===== src/rtl/bram_frame_reader_pkg.sv =====
// Shared types and defaults for the frame BRAM read master.
package bram_frame_reader_pkg;

    // Read master control states
    typedef enum logic [1:0] {
        ST_IDLE  = 2'd0,
        ST_READ  = 2'd1,
        ST_DRAIN = 2'd2
    } state_t;

    localparam int DEF_ADDR_WIDTH = 18;
    localparam int DEF_BIT_WIDTH  = 8;
    localparam int DEF_IMG_WIDTH  = 512;
    localparam int DEF_IMG_HEIGHT = 512;

    // Counter width for a dimension; never narrower than one bit
    function automatic int clog2_min1(input int n);
        return (n <= 2) ? 1 : $clog2(n);
    endfunction

endpackage


===== src/rtl/bram_frame_reader_pix_fifo2.sv =====
// Two-entry pixel FIFO that absorbs the BRAM read latency in front of the stream port.
module pix_fifo2
    import bram_frame_reader_pkg::*;
#(
    parameter int BIT_WIDTH = DEF_BIT_WIDTH
) (
    input  logic                 clk,
    input  logic                 rst,
    input  logic                 push,
    input  logic [BIT_WIDTH-1:0] din,
    input  logic                 pop,
    output logic [BIT_WIDTH-1:0] dout,
    output logic                 full,
    output logic                 empty,
    output logic [1:0]           count
);

    logic [BIT_WIDTH-1:0] mem_p1 [2];
    logic                 wr_ptr;
    logic                 rd_ptr;

    assign dout  = mem_p1[rd_ptr];
    assign full  = (count == 2'd2);
    assign empty = (count == 2'd0);

    // Pointers and occupancy; push and pop may coincide at any fill level
    always_ff @(posedge clk) begin
        if (rst) begin
            wr_ptr <= 1'b0;
            rd_ptr <= 1'b0;
            count  <= 2'd0;
        end else begin
            if (push) wr_ptr <= ~wr_ptr;
            if (pop)  rd_ptr <= ~rd_ptr;
            case ({push, pop})
                2'b10:   count <= count + 2'd1;
                2'b01:   count <= count - 2'd1;
                default: count <= count;
            endcase
        end
    end

    // Storage is not reset; the empty flag qualifies it
    always_ff @(posedge clk) begin
        if (push) mem_p1[wr_ptr] <= din;
    end

    a_no_overflow:  assert property (@(posedge clk) disable iff (rst) !(push && !pop && full));
    a_no_underflow: assert property (@(posedge clk) disable iff (rst) !(pop && empty));

endmodule


===== src/rtl/bram_frame_reader.sv =====
// Raster-order frame reader: sweeps the frame BRAM and streams pixels with line/frame sidebands.
module bram_frame_reader
    import bram_frame_reader_pkg::*;
#(
    parameter int ADDR_WIDTH = DEF_ADDR_WIDTH,
    parameter int BIT_WIDTH  = DEF_BIT_WIDTH,
    parameter int IMG_WIDTH  = DEF_IMG_WIDTH,
    parameter int IMG_HEIGHT = DEF_IMG_HEIGHT
) (
    input  logic                  clka,
    input  logic                  rsta,
    input  logic                  start,
    output logic                  busy,
    output logic                  done,
    output logic                  bram_ena,
    output logic                  bram_wea,
    output logic [ADDR_WIDTH-1:0] bram_addra,
    output logic [BIT_WIDTH-1:0]  bram_dina,
    input  logic [BIT_WIDTH-1:0]  bram_douta,
    output logic [BIT_WIDTH-1:0]  m_tdata,
    output logic                  m_tvalid,
    input  logic                  m_tready,
    output logic                  m_tlast,
    output logic                  m_tuser
);

    localparam int X_W = clog2_min1(IMG_WIDTH);
    localparam int Y_W = clog2_min1(IMG_HEIGHT);
    localparam logic [ADDR_WIDTH-1:0] LAST_ADDR = ADDR_WIDTH'(IMG_WIDTH * IMG_HEIGHT - 1);
    localparam logic [X_W-1:0]        X_MAX     = X_W'(IMG_WIDTH - 1);
    localparam logic [Y_W-1:0]        Y_MAX     = Y_W'(IMG_HEIGHT - 1);

    state_t                state_q;
    state_t                state_d;
    logic [ADDR_WIDTH-1:0] rd_addr;
    logic                  rd_vld_p1;
    logic [X_W-1:0]        x_out;
    logic [Y_W-1:0]        y_out;
    logic                  done_q;

    logic                  fifo_full;
    logic                  fifo_empty;
    logic [1:0]            fifo_count;
    logic [BIT_WIDTH-1:0]  fifo_head;

    logic                  pop;
    logic                  issue;
    logic                  last_xfer;
    logic [2:0]            occ;
    logic [2:0]            occ_after_pop;

    // Reads in flight count towards occupancy so the buffer can never be oversubscribed
    assign pop           = m_tvalid & m_tready;
    assign occ           = {1'b0, fifo_count} + {2'b00, rd_vld_p1};
    assign occ_after_pop = occ - {2'b00, pop};
    assign issue         = (state_q == ST_READ) && (occ_after_pop < 3'd2);
    assign last_xfer     = pop && (x_out == X_MAX) && (y_out == Y_MAX);

    assign bram_ena   = issue;
    assign bram_wea   = 1'b0;
    assign bram_dina  = '0;
    assign bram_addra = rd_addr;

    assign busy     = (state_q != ST_IDLE);
    assign done     = done_q;
    assign m_tvalid = ~fifo_empty;
    assign m_tdata  = m_tvalid ? fifo_head : '0;
    assign m_tlast  = m_tvalid && (x_out == X_MAX);
    assign m_tuser  = m_tvalid && (x_out == '0) && (y_out == '0);

    // State register
    always_ff @(posedge clka) begin
        if (rsta) state_q <= ST_IDLE;
        else      state_q <= state_d;
    end

    // Next-state: start only honoured in IDLE; DRAIN waits for the final handshake
    always_comb begin
        state_d = state_q;
        case (state_q)
            ST_IDLE:  if (start) state_d = ST_READ;
            ST_READ:  if (issue && (rd_addr == LAST_ADDR)) state_d = ST_DRAIN;
            ST_DRAIN: if (last_xfer) state_d = ST_IDLE;
            default:  state_d = ST_IDLE;
        endcase
    end

    // Read address, in-flight flag, output raster counters and done pulse
    always_ff @(posedge clka) begin
        if (rsta) begin
            rd_addr   <= '0;
            rd_vld_p1 <= 1'b0;
            x_out     <= '0;
            y_out     <= '0;
            done_q    <= 1'b0;
        end else begin
            rd_vld_p1 <= issue;
            done_q    <= last_xfer;
            if (last_xfer)  rd_addr <= '0;
            else if (issue) rd_addr <= rd_addr + ADDR_WIDTH'(1);
            if (pop) begin
                if (x_out == X_MAX) begin
                    x_out <= '0;
                    y_out <= (y_out == Y_MAX) ? '0 : y_out + Y_W'(1);
                end else begin
                    x_out <= x_out + X_W'(1);
                end
            end
        end
    end

    // ---- stage p1: BRAM data returns one cycle after issue and is captured here ----
    pix_fifo2 #(
        .BIT_WIDTH(BIT_WIDTH)
    ) u_fifo (
        .clk   (clka),
        .rst   (rsta),
        .push  (rd_vld_p1),
        .din   (bram_douta),
        .pop   (pop),
        .dout  (fifo_head),
        .full  (fifo_full),
        .empty (fifo_empty),
        .count (fifo_count)
    );

    a_occ_bound:   assert property (@(posedge clka) disable iff (rsta) occ <= 3'd2);
    a_no_overfill: assert property (@(posedge clka) disable iff (rsta) !(fifo_full && rd_vld_p1 && !pop));

endmodule


===== config.mk =====
export PLATFORM = sky130hd
export DESIGN_NAME = bram_frame_reader
export DESIGN_NICKNAME = d
export VERILOG_FILES = /design/src/rtl/bram_frame_reader_pkg.sv /design/src/rtl/bram_frame_reader_pix_fifo2.sv /design/src/rtl/bram_frame_reader.sv
export SDC_FILE = /design/constraint.sdc
export NUM_CORES = 1
export LEC_CHECK = 0
export ABC_AREA = 0
export ABC_CLOCK_PERIOD_IN_PS = 8500
export CAP_MARGIN = 15
export CORE_UTILIZATION = 56
export CTS_CLUSTER_DIAMETER = 40
export DETAILED_ROUTE_END_ITERATION = 8
export PLACE_DENSITY = 0.85
export SETUP_SLACK_MARGIN = 0.05
export SLEW_MARGIN = 20
export SYNTH_ARGS = -nofsm -noshare
export SYNTH_HDL_FRONTEND = slang
export SYNTH_HIERARCHICAL = 1
export SYNTH_SLANG_ARGS = --single-unit

===== constraint.sdc =====
create_clock -name clka -period 8.5 [get_ports clka]
set_input_delay 1.7 -clock clka [delete_from_list [all_inputs] [get_ports clka]]
set_output_delay 1.7 -clock clka [all_outputs]
set_load 0.01 [all_outputs]

# After elaboration in Yosys (flattened, before gate mapping)
# Memories as Yosys holds them, arrays and structs flattened. A register that Yosys moved wholly into a read port is not among the register bits.
# Index checks and enable logic that the tools add are counted.
[word_totals]
regBits = 44
latch_bits = 0
mem_bits_rw = 16
rom_bits = 0
input_bits = 12
output_inout_bits = 41
memories = 1
[op_classes]
addsub = 7
n_mul = 0
n_div = 0
magnitude_cmp = 1
eq_ne = 10
n_shift = 0
muxes = 12
bitwise_logic = 4
n_reduce_logical = 16
[mem_list]
columns = ["memory", "words", "word_bits", "rd", "rd_clocked_by_memory_dff", "write_ports", "line_no", "rtl"]
rows = [
  ["u_fifo.mem_p1", 2, 8, 1, 1, 1, "bram_frame_reader_pix_fifo2.sv:18", "logic [BIT_WIDTH-1:0] mem_p1 [2];"],
]
[ops]
columns = ["cell", "n"]
rows = [
  ["adder 18 x 1 -> 18 bit, second input constant", 1],
  ["adder 9 x 1 -> 9 bit, second input constant", 2],
  ["== test 18 bit, second input constant", 1],
  ["== test 9 bit, second input constant", 2],
  ["zero test 9 bit", 2],
  ["two-way mux 9 bit", 2],
  ["two-way mux 8 bit", 1],
  ["logical AND 1 bit", 7],
  ["two-way mux 2 bit", 3],
  ["case mux 2 bit (3 select lines)", 1],
  ["== test 2 x 1 -> 1 bit, second input constant", 2],
  ["== test 2 bit, second input constant", 2],
  ["zero test 2 bit", 2],
  ["two-way mux 1 bit", 4],
  ["inequality test 2 bit, second input constant", 2],
  ["case mux 2 bit (2 select lines)", 1],
  ["nonzero test 2 bit", 2],
  ["adder 2 x 1 -> 3 bit", 1],
  ["< comparator 3 x 2 -> 1 bit, second input constant", 1],
  ["inverter 1 bit", 3],
  ["AND reduction 3 bit", 1],
  ["subtractor 3 x 1 -> 3 bit", 1],
  ["adder 2 x 1 -> 2 bit, second input constant", 1],
  ["inequality test 2 x 1 -> 1 bit, second input constant", 1],
  ["4 further kinds", 4],
]

# Logic depth before layout (Yosys ltp)
# Gate-level depths: netlist of the first run.
[depth]
ltp_word = 9
mapped_depth = 11

# Modules after synthesis
# The synthesis of the first run kept the hierarchy.
[modules_own_cells]
columns = ["mod", "instances", "cells_each", "area_per_inst_um2", "seq_area_each_um2"]
rows = [
  ["bram_frame_reader", 1, 251, 2069.5, 800.8],
  ["pix_fifo2", 1, 47, 780.7, 580.6],
]

# Worst setup path before layout of the first run
# Ideal clock, no wire load.
[synth_path]
kind = "input to output"
start = "in m_tready"
end = "out bram_ena"
arrival_ps = 3268
slack_ps = 3532
path_stages = 9
path_buffers = 2
cell_sequence = "nand2b_1 -> clkbuf_1 -> and2_0 -> o21ai_0 -> fa_1 -> and3b_1 -> clkbuf_1 -> nand2_1 -> inv_1"
[synth_via]
elab_chain_cells = 4
[synth_rtl]
columns = ["item", "line_no", "rtl"]
rows = [
  ["start: declaration", "bram_frame_reader.sv:22", "input logic m_tready,"],
  ["AND 1 bit", "bram_frame_reader.sv:53", "assign pop = m_tvalid & m_tready;"],
  ["subtractor 3 x 1 -> 3 bit", "bram_frame_reader.sv:55", "assign occ_after_pop = occ - {2'b00, pop};"],
  ["< comparator 3 x 2 -> 1 bit", "bram_frame_reader.sv:56", "assign issue = (state_q == ST_READ) && (occ_after_pop < 3'd2);"],
  ["logical AND 1 bit", "bram_frame_reader.sv:56", ""],
  ["end: declaration", "bram_frame_reader.sv:15", "output logic bram_ena,"],
]
# No other way between the ends.

# Worst setup path after layout of the first run
# Same ends and word-level chain as after synthesis.

==> results.txt, run 1 <==
CP cell instances - clkdlybuf4s50_1 > nand2b_1 > nor2_1 > o21ai_0 > fa_1 > xnor2_2 > nand2_1 > inv_1 > clkdlybuf4s50_1
Most frequent CP cell - clkdlybuf4s50_1
Crit Reg-Reg Endpoint - bram_addra[9]
Worst-Margin Slew - 837 ps
Average cell area after synthesis - 9.57 µm²
PwrDens - 226 nW/µm²
Global-route wire length before repair - 8.93 mm
H-tree levels - 3
# clock sinks - 61
CP Launch Type - input port
Max_slew headroom - 0.440
Share of post-route cells with drive strength above 1 - 0.0754
Final ANT Viol Nets - 0
Max clock buf depth - 2
CTS buffer count - 9
CTS tree - done
GRT Overall Usage - 0.220
Clk_lat worst skew - 330 ps
DIE AREA - 5360 µm²
Hold Fails Final Rpt - 0
Reg clk slew, reported paths - 60 ps
Setup_tns - 0 ps
Core Rows - 25
WL/cell - 13.3 µm
YS warnings - 6
Vias per inst - 5.42
HP Class - flop to flop
Initial DRC count - 171
Unrepaired setup endpoints after global routing - false
Post-CTS setup buffer count - 0
Worst-path cell with the longest stage delay - clkdlybuf4s50_1
Worst clock skew - 5.42 ps
Worst r2r src - u_fifo/count[1]
Hold Buf Count CTS - 0
Crit path max-delay family - buffers and inverters
Critical path arrival - 4420 ps
Fin crit share - 0.720
Final Max Tran Viols - 0
Final WL - 5.49 mm
Finished Cell Area - 3460 µm²
Total iterations of the first detailed-routing run - 4
Nets - 361
Via count - 2232
Setup WS post-layout - 2380 ps
Die Y - 73.2 µm
Placed cell area - 3280 µm²
CP Depth - 9
Number of global-route vias before repair - 1967
Max cap viols - 0
Core area - 4820 µm²
DRC violations left - 0
Mapped Cells - 297
P&R area growth vs syn - 21.8%
Bufs and invs on worst path - 3
Post-Syn Area - 2840 µm²
Critical path endpoint category - output pin
Global route overflow - 0
Initial antenna violation count - 0
CTS Root Cell - clkbuf_8
Hold path depth - 2
Worst Hold End - x_out[0]
CP max stage delay - 530 ps
I/O pin count - 53
Outcome - completed
Worst r2r path cells - 9
Final setup violation count - 0
Pleak - 1.23 nW
Chip Width - 73.2 µm
HPWL after DPL - 3.77 mm
Hold_sp - x_out[0]
Port buffer count - 43
Worst Path Required - 6800 ps
Routability Congestion - 0.852
ANT cells - 0
Crit Path Max Fanout - 10
Post-CTS resize count - 0
Hold_ws - 488 ps
R2r setup slk - 4910 ps
Fin crit period - 6120 ps
Fmax achieved - 163 MHz
Max VDD drop - 0.177 mV
Kind of critical path - input port to output pin
Place WS - 2400 ps
Initial Util - 0.590
Largest net degree at the start of global routing - 25
-- tightest hold or removal path, stage by stage (launching register included) --
cell,delay (ps)
dfxtp_1,330
nand2_1,60
a21oi_1,50
-- registers in the layout, summed over array words and instances (netlist names), named ones only --
signal / cells
bram_addra: 18
u_fifo/count: 2
u_fifo/rd_ptr: 1
rd_vld_p1: 1
done: 1
x_out: 9
u_fifo/mem_p1: 16
state_q: 2
y_out: 9
u_fifo/wr_ptr: 1
-- routing by layer --
layer,vias to the layer above,GRT usage,share of wire
met5,-,0,0
met3,11,0.0539,0.058
met2,69,0.365,0.48
met4,0,0.107,0.019
met1,1041,0.266,0.45
li1,1111,-,-
-- final cells by class --
cell class	count	area [µm²]
Fill cell	397	1360
Clock inverter	1	5.00
Multi-Input combinational cell	215	1350
Tap cell	67	83.8
Timing Repair Buffer	43	430
Clock buffer	15	176
Sequential cell	61	1380
Inverter	10	37.5
-- where the power goes --
group | internal (mW) | total, mW | switching [mW]
Clock | 0.130 | 0.234 | 0.105
Combinational | 0.104 | 0.207 | 0.103
Sequential | 0.321 | 0.343 | 0.0211
Total | 0.555 | 0.784 | 0.228
-- per-stage QoR --
step            util  cells  power [mW]
2_1_floorplan      -    305       0.476
3_3_place_gp   0.681    396       0.547
3_5_place_dp   0.681    396       0.554
4_1_cts        0.718    412       0.787
5_1_grt        0.718    412       0.821
6_report       0.718    412       0.784
-- worst max path at each step --
stage,startpoint,endpoint,slack (ps)
final,m_tready,bram_ena,2380
after global routing,m_tready,bram_ena,2190
after CTS,m_tready,bram_ena,2370
after detailed placement,m_tready,bram_ena,2400
after global placement,m_tready,bram_ena,2480
after floorplan,m_tready,bram_ena,3530
-- cells in the final DEF (no fill, tap or decap), drive strengths merged, types with 4 or more instances in the layout --
cell	n
xnor2	7
a21oi	20
nand3	10
clkdlybuf4s50	43
nand2	27
or4	6
nand4	14
o21ai	9
or3	10
ha	8
inv	10
xor2	14
nor2b	9
dfxtp	45
edfxtp	16
mux2	8
nor3	4
conb	9
nor2	29
clkbuf	15
(Power assumes the default switching activity.)
==> run 2, diff against run 1 <==
--- a/config.mk
+++ b/config.mk
@@ -6,12 +6,12 @@
 export NUM_CORES = 1
 export LEC_CHECK = 0
 export ABC_AREA = 0
-export ABC_CLOCK_PERIOD_IN_PS = 8500
+export ABC_CLOCK_PERIOD_IN_PS = 5700
 export CAP_MARGIN = 15
-export CORE_UTILIZATION = 56
+export CORE_UTILIZATION = 52
 export CTS_CLUSTER_DIAMETER = 40
 export DETAILED_ROUTE_END_ITERATION = 8
-export PLACE_DENSITY = 0.85
+export PLACE_DENSITY = 0.8
 export SETUP_SLACK_MARGIN = 0.05
 export SLEW_MARGIN = 20
 export SYNTH_ARGS = -nofsm -noshare
==> constraint.sdc (replaced) <==
create_clock -name clka -period 5.7 [get_ports clka]
set_input_delay 1.14 -clock clka [delete_from_list [all_inputs] [get_ports clka]]
set_output_delay 1.14 -clock clka [all_outputs]
set_load 0.01 [all_outputs]
==> results.txt, run 2 (synthesis gave the netlist of run 1 again) <==
Outcome - completed (unchanged)
Met1 Resource Use GR - 0.241 (was 0.266)
Crit path max-delay family - buffers and inverters (unchanged)
Combinational Power Share - 0.271 (was 0.264)
Post-CTS resize count - 0 (unchanged)
Global route overflow - 0 (unchanged)
Max cap viols - 0 (unchanged)
Chip Width - 75.9 µm (was 73.2 µm)
Switching part of the total power - 0.290 (was 0.292)
Fin crit period - 4970 ps
Fmax achieved - 201 MHz
Hold path depth - 2 (unchanged)
Hold Fails Final Rpt - 0 (unchanged)
Worst-path cell with the longest stage delay - clkdlybuf4s50_1 (unchanged)
CP max stage delay - 530 ps (about the same)
Share of post-route cells with drive strength above 1 - 0.0780 (was 0.0754)
Hold_sp - y_out[0] (was x_out[0])
Kind of critical path - input port to output pin (unchanged)
DRC violations left - 0 (unchanged)
CTS tree - done (unchanged)
Nets - 362 (was 361)
Die Y - 75.9 µm (was 73.2 µm)
Reg power frac - 0.441 (was 0.437)
Post-CTS setup buffer count - 0 (unchanged)
Final ANT Viol Nets - 0 (unchanged)
P&R area growth vs syn - 21.8% (about the same)
CP Launch Type - input port (unchanged)
CP cell instances - clkdlybuf4s50_1 > nand2b_1 > nor2_1 > o21ai_0 > fa_1 > xnor2_2 > nand2_1 > inv_1 > clkdlybuf4s50_1 (unchanged)
Vias per inst - 5.32 (was 5.42)
Hold Buf Count CTS - 0 (unchanged)
CTS Root Cell - clkbuf_8 (unchanged)
Most frequent cells in the layout - dfxtp_1 (45), clkdlybuf4s50_1 (43), nor2_1 (29) (unchanged)
Via count - 2212 (was 2232)
Setup WS post-layout - 726 ps (was 2380 ps)
Max VDD drop - 0.203 mV (was 0.177 mV)
Filler cells - 418 (was 397)
Max FFs per register - 18 (unchanged)
H-tree levels - 3 (unchanged)
Worst clock skew - 7.32 ps (was 5.42 ps)
Switching power total - 335 µW (was 228 µW)
Total iterations of the first detailed-routing run - 4 (unchanged)
Critical path endpoint category - output pin (unchanged)
Crit Reg-Reg Endpoint - bram_addra[9] (unchanged)
Reg clk slew, reported paths - 60 ps (about the same)
Clk_lat worst skew - 330 ps (about the same)
Most common cell after layout, fill and taps aside - dfxtp_1 (unchanged)
Initial antenna violation count - 0 (unchanged)
Final setup violation count - 0 (unchanged)
Crit Path Max Fanout - 10 (unchanged)
CTS buffer count - 9 (unchanged)
ANT cells - 0 (unchanged)
Worst r2r src - u_fifo/count[1] (unchanged)
HP Class - flop to flop (unchanged)
Worst Hold End - y_out[0] (was x_out[0])
# clock sinks - 61 (unchanged)
Worst-Margin Slew - 760 ps (was 837 ps)
Max clock buf depth - 2 (unchanged)
Core area - 5170 µm² (was 4820 µm²)
Total Power - 1.16 mW (was 784 µW)
Critical path arrival - 3830 ps (was 4420 ps)
Unrepaired setup endpoints after global routing - false (unchanged)
Place WS - 748 ps (was 2400 ps)
HPWL after DPL - 3.77 mm (about the same)
Port buffer count - 43 (unchanged)
WL/cell - 12.9 µm (was 13.3 µm)
Final Max Tran Viols - 0 (unchanged)
R2r setup slk - 2440 ps (was 4910 ps)
Finished Cell Area - 3460 µm² (about the same)
Final WL - 5.36 mm (was 5.49 mm)
Worst Path Required - 4560 ps (was 6800 ps)
Pleak - 1.23 nW (about the same)
Placed cell area - 3290 µm² (was 3280 µm²)
Largest net degree at the start of global routing - 25 (unchanged)
Gr busiest metal - met2 (unchanged)
Fin crit share - 0.873
GRT met3 Usage - 0.0530 (was 0.0539)
CP Depth - 9 (unchanged)
Bufs and invs on worst path - 3 (unchanged)
Internal Power - 821 µW (was 555 µW)
GRT Overall Usage - 0.193 (was 0.220)
Worst r2r path cells - 10 (was 9)
Hold_ws - 489 ps (was 488 ps)
Initial DRC count - 101 (was 171)
DIE AREA - 5760 µm² (was 5360 µm²)
Global-route wire length before repair - 8.87 mm (was 8.93 mm)
PwrDens - 334 nW/µm² (was 226 nW/µm²)
Routability Congestion - 0.863 (was 0.852)
Met2 usage - 0.318 (was 0.365)
I/O pin count - 53 (unchanged)
Most frequent CP cell - clkdlybuf4s50_1 (unchanged)
Number of global-route vias before repair - 1953 (was 1967)
Setup_tns - 0 ps (unchanged)
Core Rows - 26 (was 25)
Clk network pwr share - 0.288 (was 0.299)
Initial Util - 0.549 (was 0.590)
Max_slew headroom - 0.493 (was 0.440)
run 2: stage by stage:
stage	cells	util
floorplan	305	-
global placement	400	0.636
detailed placement	400	0.636
CTS	416	0.669
global route	416	0.669
finish	416	0.669
run 2: layout make-up:
| type | instances | area, µm² | area share |
|---|---|---|---|
| flip-flops and latches | 61 | 1380 | 0.399 |
| clock inverters | 2 | 10.0 | 0.00289 |
| multi-input cells | 215 | 1350 | 0.389 |
| repair buffers | 44 | 438 | 0.126 |
| well taps | 70 | 87.6 | 0.0253 |
| clock buffers | 14 | 163 | 0.0470 |
| inverters | 10 | 37.5 | 0.0108 |
run 2: per-layer routing:
layer,part of all wire,wire (µm)
met5,0,0
met3,0.050,269
met2,0.47,2500
met4,0.016,86
met1,0.47,2510
run 2: tightest hold or removal path, stage by stage (launching register included):
cell and delay [ps]:
dfxtp_1 330, nand2_1 60, a21oi_1 50
run 2: worst max-delay path by stage:
stage	from	end	slack, ps
floorplan	m_tready	bram_ena	1850
global placement	m_tready	bram_ena	790
detailed placement	m_tready	bram_ena	750
CTS	m_tready	bram_ena	730
global route	m_tready	bram_ena	470
finish	m_tready	bram_ena	730
run 2: power by group through the flow:
| stage | clock network (mW) | logic, mW | registers (mW) |
|---|---|---|---|
| 6_report | 0.333 | 0.313 | 0.510 |
| 5_1_grt | 0.361 | 0.343 | 0.515 |
| 4_1_cts | 0.343 | 0.315 | 0.510 |
| 3_3_place_gp | 0 | 0.309 | 0.518 |
| 2_1_floorplan | 0 | 0.200 | 0.510 |
| 3_5_place_dp | 0 | 0.313 | 0.519 |
